[config.mk]
export PLATFORM = sky130hd
export DESIGN_NAME = fifo_flex_flat
export DESIGN_NICKNAME = d
export VERILOG_FILES = /design/src/rtl/fifo_flex_if.sv /design/src/rtl/fifo_flex.sv /design/src/flat_wrapper.sv
export SDC_FILE = /design/constraint.sdc
export NUM_CORES = 1
export LEC_CHECK = 0
export ABC_CLOCK_PERIOD_IN_PS = 5700
export BUFFER_PORTS_ARGS = -buffer_cell sky130_fd_sc_hd__buf_2
export CORE_MARGIN = 4
export CORE_UTILIZATION = 58
export DETAILED_ROUTE_END_ITERATION = 6
export GPL_TIMING_DRIVEN = 0
export PLACE_DENSITY = 0.75
export SYNTH_ARGS = -nofsm -noshare
export SYNTH_HDL_FRONTEND = slang
export SYNTH_SLANG_ARGS = --single-unit
[constraint.sdc]
create_clock -name clk -period 5.7 [get_ports clk]
set_input_delay 0.855 -clock clk [delete_from_list [all_inputs] [get_ports clk]]
set_output_delay 0.855 -clock clk [all_outputs]
set_load 0.02 [all_outputs]
[src/rtl/fifo_flex_if.sv]
// Handshake bundle between a fifo_flex instance and its producer/consumer.
// The master side drives write/read requests and error clear; the slave
// side (the FIFO) returns data, occupancy and status flags.
interface fifo_flex_if #(
    parameter int WIDTH = 8,
    parameter int DEPTH = 32
);
    localparam int CNT_W = $clog2(DEPTH + 1);

    logic             wr_en;
    logic [WIDTH-1:0] din;
    logic             rd_en;
    logic             clr_err;
    logic [WIDTH-1:0] dout;
    logic             full;
    logic             almost_full;
    logic             empty;
    logic             almost_empty;
    logic [CNT_W-1:0] count;
    logic             overflow;
    logic             underflow;

    modport master (
        output wr_en, din, rd_en, clr_err,
        input  dout, full, almost_full, empty, almost_empty, count, overflow, underflow
    );

    modport slave (
        input  wr_en, din, rd_en, clr_err,
        output dout, full, almost_full, empty, almost_empty, count, overflow, underflow
    );
endinterface

[src/rtl/fifo_flex.sv]
// Parametrised synchronous FIFO with registered-read or first-word-fall-through
// output, occupancy count, almost-full/almost-empty thresholds and sticky
// overflow/underflow flags. Storage is not cleared by reset; only the pointers,
// count, output register and error flags are.
module fifo_flex #(
    parameter int WIDTH     = 8,
    parameter int DEPTH     = 32,
    parameter int FWFT      = 0,
    parameter int AF_THRESH = DEPTH - 2,
    parameter int AE_THRESH = 2,
    parameter int PTR_W     = $clog2(DEPTH),
    parameter int CNT_W     = $clog2(DEPTH + 1)
) (
    input  logic         clk,
    input  logic         rst_n,
    fifo_flex_if.slave   bus
);

    logic [WIDTH-1:0] mem [DEPTH];

    logic [PTR_W-1:0] rdPtr_q, rdPtr_d;
    logic [PTR_W-1:0] wrPtr_q, wrPtr_d;
    logic [CNT_W-1:0] count_q, count_d;
    logic             overflow_q, overflow_d;
    logic             underflow_q, underflow_d;

    logic             emptyW;
    logic             fullW;
    logic             rdOk;
    logic             wrOk;

    // Status flags are pure functions of the registered occupancy.
    assign emptyW = (count_q == '0);
    assign fullW  = (count_q == CNT_W'(DEPTH));

    // A read needs data; a write needs room, or a slot freed by a same-edge read.
    assign rdOk = bus.rd_en && !emptyW;
    assign wrOk = bus.wr_en && (!fullW || rdOk);

    // Next-state for pointers, occupancy and sticky error flags.
    always_comb begin
        rdPtr_d     = rdPtr_q;
        wrPtr_d     = wrPtr_q;
        count_d     = count_q;
        overflow_d  = (overflow_q && !bus.clr_err) || (bus.wr_en && !wrOk);
        underflow_d = (underflow_q && !bus.clr_err) || (bus.rd_en && emptyW);

        if (rdOk) begin
            rdPtr_d = rdPtr_q + 1'b1;
        end
        if (wrOk) begin
            wrPtr_d = wrPtr_q + 1'b1;
        end

        unique case ({wrOk, rdOk})
            2'b10:   count_d = count_q + 1'b1;
            2'b01:   count_d = count_q - 1'b1;
            default: count_d = count_q;
        endcase
    end

    // Control state register; async reset discards all stored contents.
    always_ff @(posedge clk or negedge rst_n) begin
        if (!rst_n) begin
            rdPtr_q     <= '0;
            wrPtr_q     <= '0;
            count_q     <= '0;
            overflow_q  <= 1'b0;
            underflow_q <= 1'b0;
        end else begin
            rdPtr_q     <= rdPtr_d;
            wrPtr_q     <= wrPtr_d;
            count_q     <= count_d;
            overflow_q  <= overflow_d;
            underflow_q <= underflow_d;
        end
    end

    // Storage array, written only on an accepted write; no reset so it maps to RAM.
    always_ff @(posedge clk) begin
        if (wrOk) begin
            mem[wrPtr_q] <= bus.din;
        end
    end

    generate
        if (FWFT != 0) begin : gFwft
            // Head entry is presented directly; driven to zero while empty for determinism.
            assign bus.dout = emptyW ? '0 : mem[rdPtr_q];
        end else begin : gRegRead
            logic [WIDTH-1:0] dout_q;

            // Output register loads the head entry on an accepted read and holds otherwise.
            always_ff @(posedge clk or negedge rst_n) begin
                if (!rst_n) begin
                    dout_q <= '0;
                end else if (rdOk) begin
                    dout_q <= mem[rdPtr_q];
                end
            end

            assign bus.dout = dout_q;
        end
    endgenerate

    assign bus.count        = count_q;
    assign bus.empty        = emptyW;
    assign bus.full         = fullW;
    assign bus.almost_full  = (count_q >= CNT_W'(AF_THRESH));
    assign bus.almost_empty = (count_q <= CNT_W'(AE_THRESH));
    assign bus.overflow     = overflow_q;
    assign bus.underflow    = underflow_q;

endmodule
[src/flat_wrapper.sv]
// flat-port wrapper written by rule: the top's interface ports become plain ports
module fifo_flex_flat 
#(
    parameter int WIDTH     = 8,
    parameter int DEPTH     = 32,
    parameter int FWFT      = 0,
    parameter int AF_THRESH = DEPTH - 2,
    parameter int AE_THRESH = 2,
    parameter int PTR_W     = $clog2(DEPTH),
    parameter int CNT_W     = $clog2(DEPTH + 1)
)
  (clk, rst_n, bus_wr_en, bus_din, bus_rd_en, bus_clr_err, bus_dout, bus_full, bus_almost_full, bus_empty, bus_almost_empty, bus_count, bus_overflow, bus_underflow);
  fifo_flex_if #(.WIDTH(WIDTH), .DEPTH(DEPTH)) bus_i ();
  input  logic clk;
  input  logic rst_n;
  input wire logic [$bits(bus_i.wr_en)-1:0] bus_wr_en;
  input wire logic [$bits(bus_i.din)-1:0] bus_din;
  input wire logic [$bits(bus_i.rd_en)-1:0] bus_rd_en;
  input wire logic [$bits(bus_i.clr_err)-1:0] bus_clr_err;
  output wire logic [$bits(bus_i.dout)-1:0] bus_dout;
  output wire logic [$bits(bus_i.full)-1:0] bus_full;
  output wire logic [$bits(bus_i.almost_full)-1:0] bus_almost_full;
  output wire logic [$bits(bus_i.empty)-1:0] bus_empty;
  output wire logic [$bits(bus_i.almost_empty)-1:0] bus_almost_empty;
  output wire logic [$bits(bus_i.count)-1:0] bus_count;
  output wire logic [$bits(bus_i.overflow)-1:0] bus_overflow;
  output wire logic [$bits(bus_i.underflow)-1:0] bus_underflow;
  assign bus_i.wr_en = bus_wr_en;
  assign bus_i.din = bus_din;
  assign bus_i.rd_en = bus_rd_en;
  assign bus_i.clr_err = bus_clr_err;
  assign bus_dout = bus_i.dout;
  assign bus_full = bus_i.full;
  assign bus_almost_full = bus_i.almost_full;
  assign bus_empty = bus_i.empty;
  assign bus_almost_empty = bus_i.almost_empty;
  assign bus_count = bus_i.count;
  assign bus_overflow = bus_i.overflow;
  assign bus_underflow = bus_i.underflow;
  fifo_flex #(.WIDTH(WIDTH), .DEPTH(DEPTH), .FWFT(FWFT), .AF_THRESH(AF_THRESH), .AE_THRESH(AE_THRESH), .PTR_W(PTR_W), .CNT_W(CNT_W)) u_core (.clk(clk), .rst_n(rst_n), .bus(bus_i));
endmodule
==> results.yml <==
cells_and_area:
  drive_above_1_share: 0.182
  antenna_cells: 0
  final_util: 0.673
  synthToLayoutAreaGrowth_pct: 12.8
  fin_area_um2: 12800
  nets: 741
synthesis:
  synth_cell_type_count: 52
  syn_area_um2: 11300
  synth_warnings: 0
  synth.area.top_cells: "edfxtp_1 (68%), mux4_2 (6.0%), dfrtp_1 (5.8%)"
  synth-edff-count: 256
  avgSynthCellArea_um2: 17.2
  synthFlopType: "edfxtp_1"
  ys_ff_latch: 282
  ys_seq_area_frac: 0.737
  synthCells: 656
  syn_nets: 679
  synth_common_cells: "edfxtp_1 (256), mux2i_1 (50), nor2_1 (45)"
  yosysTopAreaCell: "edfxtp_1"
  synth_top_area_frac: 0.679
  async_reset_ff_frac: 0.0922
  yosysMostFrequentCell: "edfxtp_1"
timing:
  setup_tns_ps: 0
  period_minus_slack_ps: 3300
  rsz0062_at_grt: "false"
  slew_headroom: 0.448
  finClkSkew_ps: 9.99
  final-setup-viol-count: 0
  tightest_slew_ps: 825
  finalCritPeriodShare: 0.580
  timing.hold.ws_ps: 336
  max_freq_mhz: 303
  finalHoldViolations: 0
  drv_slew: 0
cts:
  cts_sinks: 282
  post_cts_resized: 0
  cts_root_buf: "clkbuf_16"
  cts_hold_buf: 0
  cts_htree_levels: 1
  cts.clk_slew.worst_paths_ps: 60
  cts_buffers: 28
  clockBufferDepth: 3
  cts_setup_buffers: 0
  clk_latency_ps: 530
  cts_tree: "done"
setup_path:
  cp-start-kind: "flop"
  critPathBufInv: 2
  crit_family: "compound AO/OA/AOI/OAI gates"
  rrSetupSlack_ps: 2400
  cp.required_ps: 6150
  end_kind: "flop"
  critical_path_peak_fanout: 10
  worstPathArrival_ps: 3760
  slowest_stage: "or4_4"
  cp_cell_sequence: "or4_4 -> o31ai_4 -> nand2b_1 -> buf_4 -> inv_1 -> ha_1 -> a211oi_1 -> o21bai_1 -> a21oi_1 -> mux2i_1 -> xor2_1"
  critPathKind: "reg2reg"
  slowest_delay_ps: 600
pwr:
  ir_worst_vdd_uv: 371
  powerDensity_nw_per_um2: 504
  p_leak_nw: 4.37
place:
  dp_hpwl_mm: 15.9
  dpl_cell_area_um2: 11800
  gp_congestion: 0.919
  io_buffers: 32
drt:
  via_per_inst: 6.29
  postRouteAntennaNets: 0
  drc_errors: 0
  drt_pass1_iterations: 5
  routed_wl_mm: 24.0
  via_count: 6286
  drt_iter0_drc: 762
  drt-wirelength-per-cell_um: 24.0
floorplanning:
  die_area_um2: 21800
  core_um2: 19000
  fp-row-count: 50
  start_util: 0.597
  die_w_um: 148
  ioPinCount: 33
  die-height_um: 148
grt:
  grt_util_all_layers: 0.224
  grt_pass1_vias: 6297
  grt_pass1_wl_mm: 37.3
  antenna_found_initial: 0
  grt_overflow: 0
  grt_max_degree: 33
min_path:
  hold_class: "in2async"
run_status:
  status: "finished clean"
run:
  maxCapViolCount: 0
==> logic make-up after synthesis <==
family / Yosys count / share of synthesized area
xor+xnor: 12 / 0.00929
simple gates: 123 / 0.0525
mux: 88 / 0.112
flops: 282 / 0.737
fa+ha+maj: 10 / 0.0117
buf+inv: 46 / 0.0179
compound gates: 95 / 0.0597
==> final timing paths <==
kind	cells after the start	startpoint	to
setup reg to reg	11	u_core.bus.count[5]$_DFFE_PN0P_	u_core.bus.count[5]$_DFFE_PN0P_
hold / removal	1	rst_n	u_core.bus.count[1]$_DFFE_PN0P_
max in group asynchronous	1	rst_n	u_core.rdPtr_q[3]$_DFFE_PN0P_
hold reg to reg	1	u_core.bus.overflow$_DFF_PN0_	u_core.bus.overflow$_DFF_PN0_
setup / recovery	11	u_core.bus.count[5]$_DFFE_PN0P_	u_core.bus.count[5]$_DFFE_PN0P_
min in group clk	1	u_core.bus.overflow$_DFF_PN0_	u_core.bus.overflow$_DFF_PN0_
==> sequential cells by signal, summed over array words and instances (netlist names) <==
| name | flops |
|---|---|
| u_core.bus.overflow | 1 |
| u_core.wrPtr_q | 5 |
| u_core.bus.dout | 8 |
| u_core.rdPtr_q | 5 |
| u_core.bus.count | 6 |
| u_core.bus.underflow | 1 |
| u_core.mem | 256 |
==> metrics by stage <==
| stage | total power [W] | instances | setup slack (ps) |
|---|---|---|---|
| 3_5_place_dp | 0.00455 | 948 | 2410 |
| 5_1_grt | 0.00669 | 1000 | 2180 |
| 6_report | 0.00643 | 1000 | 2400 |
| 4_1_cts | 0.00643 | 1000 | 2410 |
| 3_3_place_gp | 0.00448 | 948 | 2510 |
| 2_1_floorplan | 0.00394 | 656 | 2750 |
==> power breakdown <==
| group | switching, W | internal, W | leakage, nW |
|---|---|---|---|
| logic | 0.00121 | 0.000746 | 1.27 |
| clock network | 0.000740 | 0.00115 | 0.474 |
| registers | 0.000116 | 0.00246 | 2.62 |
==> final cells by class <==
type,instances,area (um2)
Sequential cell,282,8340
Fill cell,1205,6190
Multi-Input combinational cell,328,2770
Clock buffer,40,797
Tap cell,260,325
Buffer,36,165
Clock inverter,12,164
Timing Repair Buffer,32,160
Inverter,10,37.5
==> cells in the final DEF (no fill, tap or decap), drive strengths merged, types with 3 or more instances in the layout <==
master,n
dfrtp,26
bufinv,4
nor3,9
nand2,29
clkinv,7
xnor2,9
mux2i,50
o22ai,21
o21a,7
a211oi,15
mux2,8
a22oi,8
mux4,30
a21oi,11
nand3b,3
nand4,3
buf,50
nor4,7
a221oi,7
nor2b,8
ha,9
inv,11
nand3,7
edfxtp,256
nor2,45
xor2,3
o31ai,8
o21ai,7
clkbuf,58
==> per-layer routing <==
| metal | GRT usage | vias to the layer above | part of all wire |
|---|---|---|---|
| li1 | - | 2733 | - |
| met1 | 0.329 | 3199 | 0.41 |
| met2 | 0.356 | 314 | 0.47 |
| met3 | 0.0426 | 40 | 0.090 |
| met4 | 0.0536 | 0 | 0.025 |
| met5 | 0 | - | 0 |
(Power assumes the default switching activity.)
